## src/rtl/mem_arbiter.sv

```systemverilog
// Two-client cacheline memory arbiter: icache (read-only) and dcache (read/write)
// share one memory port, one transaction at a time, round-robin on ties.
module mem_arbiter #(
    parameter int unsigned LINE_W = 256,
    parameter int unsigned ADDR_W = 32
) (
    input  logic              clk,
    input  logic              rst,
    // icache side
    input  logic              i_read,
    input  logic [ADDR_W-1:0] i_addr,
    output logic [LINE_W-1:0] i_rdata,
    output logic              i_resp,
    // dcache side
    input  logic              d_read,
    input  logic              d_write,
    input  logic [ADDR_W-1:0] d_addr,
    input  logic [LINE_W-1:0] d_wdata,
    output logic [LINE_W-1:0] d_rdata,
    output logic              d_resp,
    // memory side
    output logic              m_read,
    output logic              m_write,
    output logic [ADDR_W-1:0] m_addr,
    output logic [LINE_W-1:0] m_wdata,
    input  logic [LINE_W-1:0] m_rdata,
    input  logic              m_resp
);

    typedef enum logic [1:0] {StIdle, StServeI, StServeD} state_t;

    state_t state;
    logic   last_was_d;   // 0: icache granted last, 1: dcache granted last
    logic   d_req;
    logic   grant_d;

    assign d_req   = d_read | d_write;
    // D wins when alone, or on a tie when I was granted last
    assign grant_d = d_req & (~i_read | ~last_was_d);

    // Arbitration FSM with registered strobes and latched request fields
    always_ff @(posedge clk) begin
        if (rst) begin
            state      <= StIdle;
            last_was_d <= 1'b0;
            m_read     <= 1'b0;
            m_write    <= 1'b0;
            m_addr     <= '0;
            m_wdata    <= '0;
        end else begin
            unique case (state)
                StIdle: begin
                    if (grant_d) begin
                        state      <= StServeD;
                        last_was_d <= 1'b1;
                        m_addr     <= d_addr;
                        m_wdata    <= d_wdata;
                        // Read+write together is illegal; the write takes priority
                        m_write    <= d_write;
                        m_read     <= ~d_write;
                    end else if (i_read) begin
                        state      <= StServeI;
                        last_was_d <= 1'b0;
                        m_addr     <= i_addr;
                        m_read     <= 1'b1;
                        m_write    <= 1'b0;
                    end
                end
                StServeI, StServeD: begin
                    if (m_resp) begin
                        state   <= StIdle;
                        m_read  <= 1'b0;
                        m_write <= 1'b0;
                    end
                end
                default: state <= StIdle;
            endcase
        end
    end

    // Responses follow m_resp combinationally, routed by the current owner
    always_comb begin
        i_resp = (state == StServeI) & m_resp;
        d_resp = (state == StServeD) & m_resp;
    end

    assign i_rdata = m_rdata;
    assign d_rdata = m_rdata;

endmodule

```

## config.mk

```make
export PLATFORM = sky130hd
export DESIGN_NAME = mem_arbiter
export DESIGN_NICKNAME = d
export VERILOG_FILES = /design/src/rtl/mem_arbiter.sv
export SDC_FILE = /design/constraint.sdc
export NUM_CORES = 1
export LEC_CHECK = 0
export ABC_AREA = 1
export BUFFER_PORTS_ARGS = -buffer_cell sky130_fd_sc_hd__buf_2
export CORE_AREA = 10 10 531 533
export CTS_BUF_LIST = sky130_fd_sc_hd__clkbuf_4 sky130_fd_sc_hd__clkbuf_8
export DETAILED_ROUTE_END_ITERATION = 7
export DIE_AREA = 0 0 541 543
export PLACE_DENSITY = 0.3
export SLEW_MARGIN = 20
export SYNTH_ARGS = -nofsm -noshare
export SYNTH_HDL_FRONTEND = slang
export SYNTH_SLANG_ARGS = --single-unit
export TNS_END_PERCENT = 20
```

## constraint.sdc

```tcl
create_clock -name clk -period 1.4 [get_ports clk]
set_input_delay 0.07 -clock clk [delete_from_list [all_inputs] [get_ports clk]]
set_output_delay 0.07 -clock clk [all_outputs]
set_load 0.005 [all_outputs]
```

==> key figures <==
Pwr
  • Leak pwr: 11.7 nW
  • Max IR drop VDD: 580 uV
  • Seq pwr share: 0.297
  • Logic pwr share: 0.379
  • Clk network pwr share: 0.325
  • Net Sw Frac: 0.375
  • Pwr dens: 1170 nW/um^2
  • Sw Pwr: 12.7 mW
  • Internal: 21.2 mW

Synth
  • Synth async-reset ratio: 0
  • Top post-synthesis cells by area: dfxtp_1, buf_4, a21oi_1
  • Syn_area_per_cell: 7.65 sq um
  • Post-synthesis register bit count: 293
  • Yosys warning total: 0
  • Syn Std Cell Area: 15100 sq um
  • Area share of the largest cell type after synthesis: 0.389
  • Top-count cell post-synth: buf_4
  • Post-synth top area cell: dfxtp_1
  • EDFF count, synth: 0
  • Cell variety after synth: 17
  • Syn_nets: 2557
  • Post-synth top flop: dfxtp_1
  • Most common library cells after synthesis: buf_4, nand2_1, dfxtp_1
  • Mapped Cells: 1972
  • Seq/Total Area, Yosys: 0.389

Layout
  • Layout fillers: 31400
  • Layout Cells excl Fill: 6190
  • Area delta synth->final: 92.0%
  • Net total in the final layout: 3151
  • Layout cells sized above 1: 0.546

Worst setup path
  • Crit path cell chain: inv_2 > buf_6 > ha_4 > buf_12 > buf_6 > buf_12 > buf_16 > buf_8 > nand3_2 > a21oi_1
  • R2R Setup Slk: -0.26 ns
  • Crit path arrival time: 2.28 ns
  • Critical path class: flip-flop to flip-flop
  • CP Capture Type: flip-flop
  • Req. time, crit path: 2.02 ns
  • Reg2reg start: state[0]$_SDFFE_PP0P_
  • Slowest CP cell: dfxtp_2
  • Worst r2r path cells: 10
  • CP max FO: 6
  • Crit path launch type: flip-flop
  • Slowest stage delay, CP: 0.33 ns
  • Worst r2r dst: m_wdata[198]$_SDFFE_PP0P_

Global route
  • First-pass GRT wire length: 210000 um
  • Vias in the first global route: 17100
  • Total grt overflow: 0
  • Initial antenna violation count: 72
  • Largest net degree at the start of global routing: 79
  • Total GRT Usage: 0.112

CTS
  • CTS tree: done
  • Clock Pin Slew Worst Setup and Hold Paths: 0.06 ns
  • # H-tree levels: 3
  • Max Buffers Root-to-Sink: 3
  • Clock Sinks: 293
  • Skew-Pair Late Insertion Delay: 0.76 ns
  • Total CTS buffers: 68
  • Clk root buf: clkbuf_8

Drt
  • DRC Markers: 0
  • Starting DRT DRC Count: 689
  • DR pass1 iterations: 5
  • Routed via count: 16300
  • Vias per cell: 2.64
  • Routed Antenna Nets: 0
  • Routed Wire Length: 177000 um
  • Drt wl/cell: 28.6 um

Timing
  • Skew final: 0.0484 ns
  • Relative slew slack: 0.568
  • Fin. max-slew vios: 0
  • Min cycle time layout: 1.66 ns
  • Worst-margin pin slew: 0.647 ns
  • Hold Fails Final Rpt: 0
  • Period Utilization, post-route: 1.19
  • RSZ-0062 raised after global routing: true
  • Fmax: 601 MHz
  • Number of setup violations in the final report: 299
  • Worst Slack Setup Final: -0.265 ns

Hold path
  • HP Class: input port to flip-flop
  • Hold Path End: m_wdata[181]$_SDFFE_PP0P_
  • Min-delay src: d_wdata[181]
  • Min-Delay Path Depth: 4

Floorplan
  • Die area: 294000 sq um
  • FP Rows: 191
  • Top Ports: 1386
  • Die Y-Extent: 543 um
  • Die W: 541 um
  • Initial Util: 0.0558
  • Core area: 271000 sq um

Place
  • Post-DP HPWL: 145000 um
  • Placed instance count: 5635
  • Port bufs: 617
  • Pre-CTS setup slack: -0.269 ns
  • Routability cong.: 0.831

Run status
  • Failing checks: setup timing
  • Status: finished, violations left

Flow run
  • Max-cap violation count: 0
[layout make-up]
cell class / instances / area [sq um] / share of cell area
Inverter: 42 / 170 / 0.00587
Antenna cell: 7 / 17.5 / 0.000605
Clock inverter: 16 / 143 / 0.00492
Tap cell: 3570 / 4470 / 0.154
Clock buffer: 101 / 1260 / 0.0434
Timing Repair Buffer: 1163 / 10300 / 0.356
Multi-Input combinational cell: 998 / 6630 / 0.229
Sequential cell: 293 / 5980 / 0.206
[state kept, by name, indices dropped and copies added (netlist names)]
register and flops:
m_wdata 256, m_addr 32, state 2, last_was_d 1, m_read 1, m_write 1
[how the worst max path moves through the flow]
stage	from	to	cells past startpoint
CTS	state[1]$_SDFFE_PP0P_	i_resp	6
global route	state[0]$_SDFFE_PP0P_	d_resp	6
finish	state[0]$_SDFFE_PP0P_	m_wdata[198]$_SDFFE_PP0P_	10
detailed placement	state[0]$_SDFFE_PP0P_	m_wdata[142]$_SDFFE_PP0P_	7
floorplan	state[0]$_SDFFE_PP0P_	m_wdata[235]$_SDFFE_PP0P_	7
global placement	state[0]$_SDFFE_PP0P_	m_wdata[164]$_SDFFE_PP0P_	7
[power groups by stage]
stage / sequential [mW] / combinational [mW] / clock (mW)
global route: 10.2 / 13.9 / 12.0
global placement: 9.99 / 7.57 / 0
CTS: 9.97 / 11.6 / 11.7
detailed placement: 10.0 / 7.54 / 0
floorplan: 10.0 / 3.98 / 0
finish: 10.1 / 12.9 / 11.0
[worst max-delay path, delay by kind of cell, from the launching register on]
kind	cells	cell delay, ns
flops	1	0.33
simple gates	1	0.10
fa+ha+maj	1	0.19
buf+inv	7	0.84
compound gates	1	0.07
[metal layers]
metal,vias to the layer above,part of all wire,track usage
met5,-,0.0015,0.00584
met4,10,0.036,0.0346
met3,335,0.22,0.111
met2,1431,0.45,0.183
met1,7443,0.29,0.0936
li1,7104,-,-
[through the flow]
stage                     TNS (ns)  utilization  hold slack, ns  total power [mW]  instance area, sq um
after detailed placement    -34.27       0.0712           0.140              17.5                 19300
after global routing        -79.65        0.107          0.0545              36.0                 29000
after CTS                   -63.02       0.0995       0.0000284              33.2                 26900
final                       -48.86        0.107           0.126              34.0                 29000
after global placement      -32.04       0.0712           0.140              17.6                 19300
after floorplan                  0            -           0.219              14.0                 15100
[what timing repair did]
item / in CTS / in global routing
endpoints found under the setup margin: 496 / 468
gates resized for setup: 501 / 471
gates cloned: 32 / 20
hold buffers: 332 / 0
hold endpoints to repair: 293 / 0
buffers inserted: 38 / 31
pin swaps: 95 / 114
[kinds of logic after synthesis]
logic type,Yosys count,synth area share
buffers and inverters,684,0.315
AO/OA/AOI/OAI,296,0.0982
AND/OR/NAND/NOR,696,0.196
flip-flops,293,0.389
adder cells (fa/ha/maj),3,0.00249
[placed cells by master, fill, tap and decap left out, types with 2 or more instances in the layout]
| master | Yosys | final |
|---|---|---|
| clkbuf_8 | 0 | 80 |
| nand2_2 | 1 | 47 |
| a21oi_2 | 0 | 141 |
| o21ai_1 | 0 | 14 |
| o21ai_2 | 0 | 16 |
| dfxtp_2 | 0 | 54 |
| diode_2 | 0 | 7 |
| clkinvlp_4 | 0 | 5 |
| inv_2 | 1 | 6 |
| nor2_2 | 1 | 12 |
| inv_1 | 41 | 35 |
| clkbuf_4 | 0 | 21 |
| inv_6 | 0 | 2 |
| dfxtp_4 | 0 | 12 |
| nand2_1 | 335 | 221 |
| buf_8 | 0 | 46 |
| clkinv_8 | 0 | 2 |
| nand2_4 | 0 | 66 |
| nor2_4 | 1 | 6 |
| buf_6 | 21 | 85 |
| clkinv_2 | 0 | 6 |
| buf_12 | 0 | 48 |
| nand2_8 | 0 | 5 |
| clkbuf_16 | 0 | 17 |
| buf_16 | 0 | 28 |
| buf_4 | 521 | 57 |
| o21ai_0 | 34 | 3 |
| nand3_4 | 0 | 27 |
| a21oi_1 | 262 | 121 |
| dfxtp_1 | 293 | 227 |
| nand3_2 | 0 | 82 |
| nor2_1 | 97 | 81 |
| nand3_1 | 259 | 150 |
| buf_2 | 55 | 550 |
| nand4_1 | 2 | 2 |
| dlygate4sd3_1 | 0 | 332 |
| ha_4 | 0 | 3 |
Power figures use the tool's default switching activity.
